## config.mk

```make
export PLATFORM = sky130hd
export DESIGN_NAME = pucch_alpha_seq_gen
export DESIGN_NICKNAME = d
export VERILOG_FILES = /design/src/rtl/pucch_alpha_seq_gen.sv
export SDC_FILE = /design/constraint.sdc
export NUM_CORES = 1
export LEC_CHECK = 0
export CORE_MARGIN = 10
export CORE_UTILIZATION = 40
export CTS_CLUSTER_DIAMETER = 120
export CTS_CLUSTER_SIZE = 14
export DETAILED_ROUTE_END_ITERATION = 7
export DONT_BUFFER_PORTS = 1
export GPL_TIMING_DRIVEN = 0
export PLACE_DENSITY = 0.55
export SLEW_MARGIN = 30
export SYNTH_ARGS = -nofsm -noshare
export SYNTH_HDL_FRONTEND = slang
export SYNTH_SLANG_ARGS = --single-unit
```

## constraint.sdc

```tcl
create_clock -name clk -period 9.3 [get_ports clk]
set_input_delay 0.93 -clock clk [delete_from_list [all_inputs] [get_ports clk]]
set_output_delay 0.93 -clock clk [all_outputs]
set_load 0.01 [all_outputs]
```

## src/rtl/pucch_alpha_seq_gen.sv

```systemverilog
// PUCCH DMRS cyclic-shift generator: computes group u and streams alpha(l) per symbol,
// driven by an internal length-31 Gold sequence advancing PAR_BITS steps per clock.
module pucch_alpha_seq_gen #(
  parameter int unsigned PAR_BITS = 8,
  parameter int unsigned NC       = 1600,
  parameter int unsigned N_SC     = 12,
  parameter int unsigned NIRB_W   = 4
) (
  input  logic              clk,
  input  logic              rst,
  input  logic              i_start,
  input  logic              i_ext_cp,
  input  logic [3:0]        i_m0,
  input  logic [3:0]        i_mcs,
  input  logic              i_interlace,
  input  logic [NIRB_W-1:0] i_nirb,
  input  logic [7:0]        i_nslot,
  input  logic [9:0]        i_nid,
  input  logic [3:0]        i_sym_start,
  input  logic [3:0]        i_nsym,
  input  logic              i_ready,
  output logic              o_busy,
  output logic              o_err,
  output logic [4:0]        o_u,
  output logic              o_valid,
  output logic [3:0]        o_alpha,
  output logic [7:0]        o_ncs,
  output logic [3:0]        o_sym_idx,
  output logic              o_last
);

  typedef enum logic [2:0] {StIdle, StLoad, StAdvance, StCollect, StStream} state_e;

  // With a full byte per clock the next symbol is gathered while the current one is presented.
  localparam bit          Overlap = (PAR_BITS == 8);
  localparam logic [7:0]  BitMask = 8'((1 << PAR_BITS) - 1);
  localparam logic [16:0] ParStep = 17'(PAR_BITS);
  localparam logic [3:0]  ParPos  = 4'(PAR_BITS);

  function automatic logic [30:0] step_x1(input logic [30:0] s);
    logic [30:0] r;
    r = s;
    for (int i = 0; i < int'(PAR_BITS); i++) r = {r[3] ^ r[0], r[30:1]};
    return r;
  endfunction

  function automatic logic [30:0] step_x2(input logic [30:0] s);
    logic [30:0] r;
    r = s;
    for (int i = 0; i < int'(PAR_BITS); i++) r = {r[3] ^ r[2] ^ r[1] ^ r[0], r[30:1]};
    return r;
  endfunction

  // Reciprocal 5462/2^16 gives an exact quotient by 12 for x < 8160.
  function automatic logic [3:0] mod12(input logic [15:0] x);
    logic [15:0] q;
    q = 16'(({16'd0, x} * 32'd5462) >> 16);
    return 4'(x - 16'(q * 16'(N_SC)));
  endfunction

  // Reciprocal 2185/2^16 gives an exact quotient by 30 for x < 1024.
  function automatic logic [4:0] mod30(input logic [9:0] x);
    logic [5:0] q;
    q = 6'(({12'd0, x} * 22'd2185) >> 16);
    return 5'(x - 10'(q * 10'd30));
  endfunction

  state_e            state_q, state_d;
  logic              ext_cp_q, interlace_q;
  logic [3:0]        m0_q, mcs_q, sym_start_q, nsym_q;
  logic [NIRB_W-1:0] nirb_q;
  logic [7:0]        nslot_q;
  logic [9:0]        nid_q;
  logic [30:0]       x1_q, x1_d, x2_q, x2_d;
  logic [16:0]       skip_q, skip_d;
  logic [2:0]        pos_q, pos_d;
  logic [7:0]        coll_q, coll_d, ncs_q, ncs_d, skid_q, skid_d;
  logic              skid_vld_q, skid_vld_d;
  logic [3:0]        beat_q, beat_d, sym_q, sym_d, k_q, k_d;
  logic [4:0]        u_q, u_d;
  logic              err_q, err_d, capture;

  logic [30:0] x1_nxt, x2_nxt;
  logic [7:0]  c_bits, coll_merged;
  logic [3:0]  nsymb_in, nsymb_cfg, mint12;
  logic [11:0] sym_base;
  logic [16:0] load_skip;
  logic        req_bad, coll_done, beat_last, fill;

  assign x1_nxt      = step_x1(x1_q);
  assign x2_nxt      = step_x2(x2_q);
  assign c_bits      = (x1_q[7:0] ^ x2_q[7:0]) & BitMask;
  assign coll_merged = coll_q | (c_bits << pos_q);
  assign coll_done   = (4'(pos_q) + ParPos) == 4'd8;

  assign nsymb_in = i_ext_cp ? 4'd12 : 4'd14;
  assign req_bad  = (i_m0 > 4'd11) || (i_mcs > 4'd11) || (i_nsym == 4'd0) ||
                    (({1'b0, i_sym_start} + {1'b0, i_nsym}) > {1'b0, nsymb_in}) ||
                    (i_nslot > (i_ext_cp ? 8'd39 : 8'd159));

  assign nsymb_cfg = ext_cp_q ? 4'd12 : 4'd14;
  assign sym_base  = 12'(12'(nsymb_cfg) * 12'(nslot_q)) + 12'(sym_start_q);
  assign load_skip = 17'(NC) + {2'b00, sym_base, 3'b000};
  assign mint12    = interlace_q ? mod12(16'(16'(nirb_q) * 16'd5)) : 4'd0;

  assign beat_last = (beat_q == 4'(nsym_q - 4'd1));
  assign fill      = Overlap && !skid_vld_q && !beat_last;

  // Next-state and datapath updates for the request sequencer.
  always_comb begin
    state_d    = state_q;
    x1_d       = x1_q;
    x2_d       = x2_q;
    skip_d     = skip_q;
    pos_d      = pos_q;
    coll_d     = coll_q;
    ncs_d      = ncs_q;
    skid_d     = skid_q;
    skid_vld_d = skid_vld_q;
    beat_d     = beat_q;
    sym_d      = sym_q;
    u_d        = u_q;
    k_d        = k_q;
    err_d      = 1'b0;
    capture    = 1'b0;
    unique case (state_q)
      StIdle: begin
        if (i_start) begin
          if (req_bad) begin
            err_d = 1'b1;
          end else begin
            capture = 1'b1;
            state_d = StLoad;
          end
        end
      end
      StLoad: begin
        x1_d       = 31'd1;
        x2_d       = {21'd0, nid_q};
        skip_d     = load_skip;
        u_d        = mod30(nid_q);
        k_d        = mod12(16'(m0_q) + 16'(mcs_q) + 16'(mint12));
        beat_d     = 4'd0;
        sym_d      = sym_start_q;
        skid_vld_d = 1'b0;
        state_d    = StAdvance;
      end
      StAdvance: begin
        x1_d   = x1_nxt;
        x2_d   = x2_nxt;
        skip_d = skip_q - ParStep;
        if (skip_q == ParStep) begin
          pos_d   = 3'd0;
          coll_d  = 8'd0;
          state_d = StCollect;
        end
      end
      StCollect: begin
        x1_d   = x1_nxt;
        x2_d   = x2_nxt;
        coll_d = coll_merged;
        pos_d  = 3'(pos_q + 3'(PAR_BITS));
        if (coll_done) begin
          ncs_d   = coll_merged;
          state_d = StStream;
        end
      end
      StStream: begin
        if (fill) begin
          x1_d       = x1_nxt;
          x2_d       = x2_nxt;
          skid_d     = c_bits;
          skid_vld_d = 1'b1;
        end
        if (i_ready) begin
          if (beat_last) begin
            state_d = StIdle;
          end else begin
            beat_d = beat_q + 4'd1;
            sym_d  = sym_q + 4'd1;
            if (Overlap) begin
              // Bypass the skid when the byte is being gathered in this same cycle.
              ncs_d      = skid_vld_q ? skid_q : c_bits;
              skid_vld_d = 1'b0;
            end else begin
              pos_d   = 3'd0;
              coll_d  = 8'd0;
              state_d = StCollect;
            end
          end
        end
      end
      default: state_d = StIdle;
    endcase
  end

  // State, datapath and captured-config registers.
  always_ff @(posedge clk or posedge rst) begin
    if (rst) begin
      state_q     <= StIdle;
      ext_cp_q    <= 1'b0;
      interlace_q <= 1'b0;
      m0_q        <= '0;
      mcs_q       <= '0;
      sym_start_q <= '0;
      nsym_q      <= '0;
      nirb_q      <= '0;
      nslot_q     <= '0;
      nid_q       <= '0;
      x1_q        <= '0;
      x2_q        <= '0;
      skip_q      <= '0;
      pos_q       <= '0;
      coll_q      <= '0;
      ncs_q       <= '0;
      skid_q      <= '0;
      skid_vld_q  <= 1'b0;
      beat_q      <= '0;
      sym_q       <= '0;
      u_q         <= '0;
      k_q         <= '0;
      err_q       <= 1'b0;
    end else begin
      state_q    <= state_d;
      x1_q       <= x1_d;
      x2_q       <= x2_d;
      skip_q     <= skip_d;
      pos_q      <= pos_d;
      coll_q     <= coll_d;
      ncs_q      <= ncs_d;
      skid_q     <= skid_d;
      skid_vld_q <= skid_vld_d;
      beat_q     <= beat_d;
      sym_q      <= sym_d;
      u_q        <= u_d;
      k_q        <= k_d;
      err_q      <= err_d;
      if (capture) begin
        ext_cp_q    <= i_ext_cp;
        interlace_q <= i_interlace;
        m0_q        <= i_m0;
        mcs_q       <= i_mcs;
        sym_start_q <= i_sym_start;
        nsym_q      <= i_nsym;
        nirb_q      <= i_nirb;
        nslot_q     <= i_nslot;
        nid_q       <= i_nid;
      end
    end
  end

  assign o_busy    = (state_q != StIdle);
  assign o_err     = err_q;
  assign o_u       = u_q;
  assign o_valid   = (state_q == StStream);
  assign o_ncs     = ncs_q;
  assign o_alpha   = mod12(16'(k_q) + 16'(ncs_q));
  assign o_sym_idx = sym_q;
  assign o_last    = o_valid && beat_last;

endmodule

```

==> flow_metrics.tcl, run 1 <==
set metrics [dict create \
    rr_endpoint "k_q[3]" \
    finClkSkew_ns 0.01053 \
    routabilityCongestion 0.8310 \
    final_cell_mix "sky130_fd_sc_hd__nand2_1 (191), sky130_fd_sc_hd__ha_1 (184), sky130_fd_sc_hd__dfrtp_1 (159)" \
    reg2reg_depth 46 \
    chipWidth_um 198.9 \
    chipHeight_um 198.9 \
    placement.cell_area_um2 13480 \
    antenna_left 0 \
    post_syn_nets 1609 \
    syn-instance-count 1303 \
    ff2ff_setup_slack_ns -0.48 \
    fmax_mhz 102.2 \
    layout_worst_path_cycle_share 1.052 \
    vias_in_the_first_global_route 9108 \
    largest_net_degree_at_the_start_of_global_routing 85 \
    period_minus_slack_ns 9.783 \
    cts_inserted_buffers 17 \
    multiInputGateArea_um2 8294 \
    cp_max_fanout 4 \
    reg2reg_from "nirb_q[1]" \
    n_antenna_cell 0 \
    yosysSeqAreaShare 0.3168 \
    grt_setup_unrepaired "yes" \
    totalWireLength_um 28980 \
    port_buffers 0 \
    postLayoutCoreUtil 0.4526 \
    timing_hold_violations_final 0 \
    grt_usage 0.1526 \
    remaining_drc_errors 0 \
    ys_seq_elements 162 \
    cts_tree "yes" \
    nets 1643 \
    clk_pin_slew_worst_paths_ns 0.07 \
    drt-initial-drc-count 395 \
    core.rowCount 65 \
    yosys_warnings 0 \
    start_util 0.4055 \
    grt_remaining_overflow 0 \
    grt_first_pass_wirelength_um 48070 \
    cts_htree_levels 4 \
    worst_path_largest_cell_delay_ns 0.59 \
    nFillCells 3045 \
    critical_path_class "register to register" \
    post-route-worst-setup-slack_ns -0.4826 \
    most_common_library_cell_in_the_layout_ignoring_fill_and_taps "sky130_fd_sc_hd__nand2_1" \
    syn_area_um2 12790 \
    cts.root.buffer_cell "sky130_fd_sc_hd__clkbuf_16" \
    clock_sink_count 162 \
    hp_class "primary input to asynchronous set/reset pin" \
    outcome "complete, but fails checks" \
    finalMaxSlewViolations 0 \
    cpMaxStageDelayCell "sky130_fd_sc_hd__fa_1" \
    worstSetupEndpointType "register" \
    core_um2 31560 \
    area_added_between_synthesis_and_finish_pct 11.62 \
    timing.max_cap.violations 0 \
    num_vias 8962 \
    relSlewSlack 0.4367 \
    cts-hold-fix-buffers 0 \
    postSynthAreaPerCell_um2 9.819 \
    synth_ff_type "sky130_fd_sc_hd__dfrtp_1" \
    final_area_um2 14280 \
    setup_viol_count_final 1 \
    grt_antenna_before_repair 0 \
    detail_route.first_pass.iterations 4 \
    startpoint_type "register" \
    crit_arrival_ns 10.13 \
    critPathRequiredTime_ns 9.65 \
    worst_path_most_repeated_cell "sky130_fd_sc_hd__ha_4" \
    wl_per_cell_um 16.54 \
    violations "negative setup slack" \
    route.detailed.vias_per_inst 5.115 \
    worstSkewPairLatency_ns 0.43 \
    max_slew.worst_pin.slew_ns 0.8434 \
    clock_path_buffers 2 \
    proportion_of_layout_cells_with_a_drive_suffix_above_1 0.1244 \
    pin_count 69 \
    synth_enable_flop_cells 0 \
    synth-async-reset-ratio 1.000 \
    die_area_um2 39540 \
    seqCellArea_um2 4058 \
    hpwlAfterDp_um 22660 \
    ys_types 72 \
]
[metal layers]
layer | wire length [um] | part of all wire | up-vias | global-route usage
met5 | 0 | 0 | - | 0
met4 | 320 | 0.011 | 0 | 0.03758
met3 | 999 | 0.034 | 19 | 0.02467
met2 | 13680 | 0.47 | 107 | 0.2477
met1 | 13980 | 0.48 | 4324 | 0.2071
li1 | - | - | 4512 | -
[synthesized netlist by cell type (all sizes together), types with 4 or more instances]
cell      n  area (um^2)
o31ai    15        112.6
o21ai    79        399.1
nor3     15        80.08
nor4      4        40.04
a31oi    11        68.82
o211ai    6        45.04
nor2b    14        87.58
nand3    48        240.2
inv     137        514.2
o21a      5        38.79
a21oi    32        171.4
xor2     21        183.9
nand2b   11        68.82
or4       5        41.29
clkbuf   15        56.30
a221oi    7        67.56
nor2     46        180.2
mux2     41        461.7
fa       64         1281
dfrtp   162         4054
xnor2    74        648.1
o22ai     4        25.02
buf      24        146.4
a21o     11        82.58
nand2   194        733.2
or3       6        47.54
nand4    10        62.56
ha      198         2477
[through the flow]
step                setup TNS [ns]  hold slack, ns  cells  setup slack (ns)
finish                     -0.4826          0.4177   1752           -0.4826
global route                -1.150          0.4589   1752           -0.9312
CTS                        -0.3767          0.4454   1745           -0.3767
global placement            -1.082          0.4510   1705           -0.8074
floorplan                        0          0.4384   1303          0.009995
detailed placement          -1.473          0.4555   1706            -1.007
[critical path: cells and delay by family (launching register included)]
family | cells | cell delay (ns)
simple gates | 4 | 0.31
mux | 1 | 0.14
buf+inv | 8 | 0.47
xor+xnor | 6 | 0.96
flops | 1 | 0.43
compound gates | 11 | 1.93
fa+ha+maj | 16 | 5.46
[layout make-up]
cell class              instances  share of cell area
flip-flops and latches        162              0.2841
clock inverters                12            0.006746
well taps                     402             0.03522
repair buffers                 15            0.009287
plain buffers                  39             0.01419
inverters                     138             0.03697
multi-input cells             964              0.5808
clock buffers                  20             0.03268
[registers in the layout, indices dropped and copies added, names as in the netlist, 5 cells and up]
register	count
x1_q	31
x2_q	31
skip_q	14
nid_q	10
coll_q	8
nslot_q	8
o_ncs	8
skid_q	8
o_u	5
[logic make-up after synthesis]
| group | Yosys count | synth area share |
|---|---|---|
| XOR/XNOR | 95 | 0.06503 |
| adder cells (fa/ha/maj) | 262 | 0.2938 |
| AND/OR/NAND/NOR | 370 | 0.1338 |
| AO/OA/AOI/OAI | 194 | 0.09662 |
| multiplexers | 43 | 0.03765 |
| flip-flops | 162 | 0.3168 |
| buffers and inverters | 177 | 0.05633 |
[worst max path at each step]
stage / from / endpoint / slack [ns] / cells past startpoint
2_1_floorplan: nirb_q[3] / k_q[3] / 0.01 / 44
3_3_place_gp: nirb_q[1] / k_q[3] / -0.81 / 42
3_5_place_dp: nirb_q[1] / k_q[3] / -1.01 / 41
4_1_cts: nirb_q[1] / k_q[3] / -0.38 / 44
5_1_grt: nirb_q[1] / k_q[3] / -0.93 / 46
6_report: nirb_q[1] / k_q[3] / -0.48 / 46
[timing repair]
action | in CTS | in global routing
gates resized for setup | 10 | 18
buffers inserted | 7 | 7
pin swaps | 10 | 34
endpoints found under the setup margin | 2 | 2
Power of run 1 is left out: the tool's default activity adds up to more than one toggle a clock period on the data nets, which glitch-free logic cannot reach.
==> run 2, diff against run 1 <==
--- a/config.mk
+++ b/config.mk
@@ -5,14 +5,14 @@
 export SDC_FILE = /design/constraint.sdc
 export NUM_CORES = 1
 export LEC_CHECK = 0
-export CORE_MARGIN = 10
+export CORE_MARGIN = 2
 export CORE_UTILIZATION = 40
 export CTS_CLUSTER_DIAMETER = 120
 export CTS_CLUSTER_SIZE = 14
 export DETAILED_ROUTE_END_ITERATION = 7
 export DONT_BUFFER_PORTS = 1
 export GPL_TIMING_DRIVEN = 0
-export PLACE_DENSITY = 0.55
+export PLACE_DENSITY = 0.53
 export SLEW_MARGIN = 30
 export SYNTH_ARGS = -nofsm -noshare
 export SYNTH_HDL_FRONTEND = slang
==> constraint.sdc (replaced) <==
create_clock -name clk -period 12.2 [get_ports clk]
set_input_delay 1.22 -clock clk [delete_from_list [all_inputs] [get_ports clk]]
set_output_delay 1.22 -clock clk [all_outputs]
set_load 0.01 [all_outputs]
==> run 2 against run 1 <==
  * The flow now finishes without violations
  * Sequential cell count stayed put
  * Sequential share of layout area rose by 0.75 points
  * Clock-buffer cell count decreased by 1
  * Design area shrank 2.6%
  * Worst hold slack better by 0.048 ns
==> flow_metrics.tcl, run 2 (synthesis results as in run 1) <==
set metrics [dict create \
    timing_hold_violations_final 0 \
    num_vias 8847 \
    startpoint_type "register" \
    final_cell_mix "sky130_fd_sc_hd__ha_1 (198), sky130_fd_sc_hd__nand2_1 (192), sky130_fd_sc_hd__dfrtp_1 (162)" \
    outcome "completed" \
    fin_worst_hold_slack_ns 0.4660 \
    vias_in_the_first_global_route 9352 \
    number_of_gates_resized_after_cts 0 \
    clk_pin_slew_worst_paths_ns 0.07 \
    critPathRequiredTime_ns 12.56 \
    port_buffers 0 \
    top_regs "x1_q (31), x2_q (31), skip_q (14)" \
    drt-initial-drc-count 419 \
    pin_count 69 \
    setup_tns_final_ns 0 \
    totalWireLength_um 27860 \
    nets 1629 \
    grt_setup_unrepaired "no" \
    core.rowCount 65 \
    cts-hold-fix-buffers 0 \
    core_um2 31560 \
    finalMaxSlewViolations 0 \
    grt_antenna_before_repair 1 \
    grt_first_pass_wirelength_um 47870 \
    cts_post_setup_buffers_inserted 0 \
    cts_htree_levels 4 \
    remaining_drc_errors 0 \
    setup_viol_count_final 0 \
    chipWidth_um 182.9 \
    cpMaxStageDelayCell "sky130_fd_sc_hd__dfrtp_1" \
    cp_max_fanout 9 \
    worstSetupEndpointType "register" \
    grt_remaining_overflow 0 \
    worstSkewPairLatency_ns 0.44 \
    detail_route.first_pass.iterations 4 \
    clock_path_buffers 2 \
    worst_path_most_repeated_cell "sky130_fd_sc_hd__ha_1" \
    start_util 0.4055 \
    wl_per_cell_um 16.03 \
    critical_path.n_buffers_inverters 6 \
    clock_sink_count 162 \
    hp_class "register to register" \
    cts_inserted_buffers 17 \
    max_slew.worst_pin.slew_ns 0.7377 \
    fmax_mhz 91.89 \
    finClkSkew_ns 0.01411 \
    worst_path_largest_cell_delay_ns 0.63 \
    hpwlAfterDp_um 21940 \
    dp_worst_setup_slack_ns 1.173 \
    largest_net_degree_at_the_start_of_global_routing 84 \
    chipHeight_um 182.9 \
    most_common_library_cell_in_the_layout_ignoring_fill_and_taps "sky130_fd_sc_hd__ha_1" \
    period_minus_slack_ns 10.88 \
    timing.max_cap.violations 0 \
    route.detailed.vias_per_inst 5.090 \
    die_area_um2 33430 \
    critical_path_class "register to register" \
    layout_worst_path_cycle_share 0.8920 \
    cts.root.buffer_cell "sky130_fd_sc_hd__clkbuf_16" \
    area_added_between_synthesis_and_finish_pct 8.664 \
    critical-path-top-delay-family "adder cells" \
    antenna_left 0 \
    routabilityCongestion 0.8006 \
    grt_usage 0.1793 \
    relSlewSlack 0.5082 \
    post-route-worst-setup-slack_ns 1.317 \
    cts_tree "yes" \
    proportion_of_layout_cells_with_a_drive_suffix_above_1 0.08234 \
    n_antenna_cell 0 \
    crit_arrival_ns 11.24 \
]
-- run 2: final timing paths --
check / from / endpoint / slack [ns] / cells past startpoint
worst max-delay path: nirb_q[0] / k_q[3] / 1.32 / 44
worst min-delay path: x1_q[17] / x1_q[17] / 0.47 / 2
worst max register to register: nirb_q[0] / k_q[3] / 1.32 / 44
worst min register to register: x1_q[17] / x1_q[17] / 0.47 / 2
max in group asynchronous: rst / x1_q[7] / 10.70 / 2
min in group asynchronous: rst / o_u[0] / 0.69 / 1
-- run 2: final cells by class --
| class | count | area, um^2 |
|---|---|---|
| sequential | 162 | 4054 |
| timing repair buffer | 1 | 27.53 |
| inverter | 138 | 525.5 |
| clock inverter | 13 | 117.6 |
| fill | 3111 | 17650 |
| tap | 402 | 503.0 |
| multi-input combinational | 964 | 8020 |
| clock buffer | 19 | 452.9 |
| buffer | 39 | 202.7 |
-- run 2: worst min-delay path, cell delays in order (launching register included) --
cell and delay [ns]:
sky130_fd_sc_hd__dfrtp_1 0.34, sky130_fd_sc_hd__nand2_1 0.05, sky130_fd_sc_hd__nand2_1 0.04
-- run 2: metal layers --
metal  wire [um]  GRT usage
met1       13420     0.2429
met2       13100     0.2976
met3        1085    0.03753
met4         245    0.03744
met5          13          0
-- run 2: through the flow --
step / utilization / std cells / area (um^2)
after floorplan: - / 1303 / 12790
after global placement: 0.4214 / 1705 / 13300
after detailed placement: 0.4225 / 1706 / 13330
after CTS: 0.4406 / 1738 / 13900
after global routing: 0.4406 / 1738 / 13900
final: 0.4406 / 1738 / 13900
Power of run 2 is left out for the same reason.
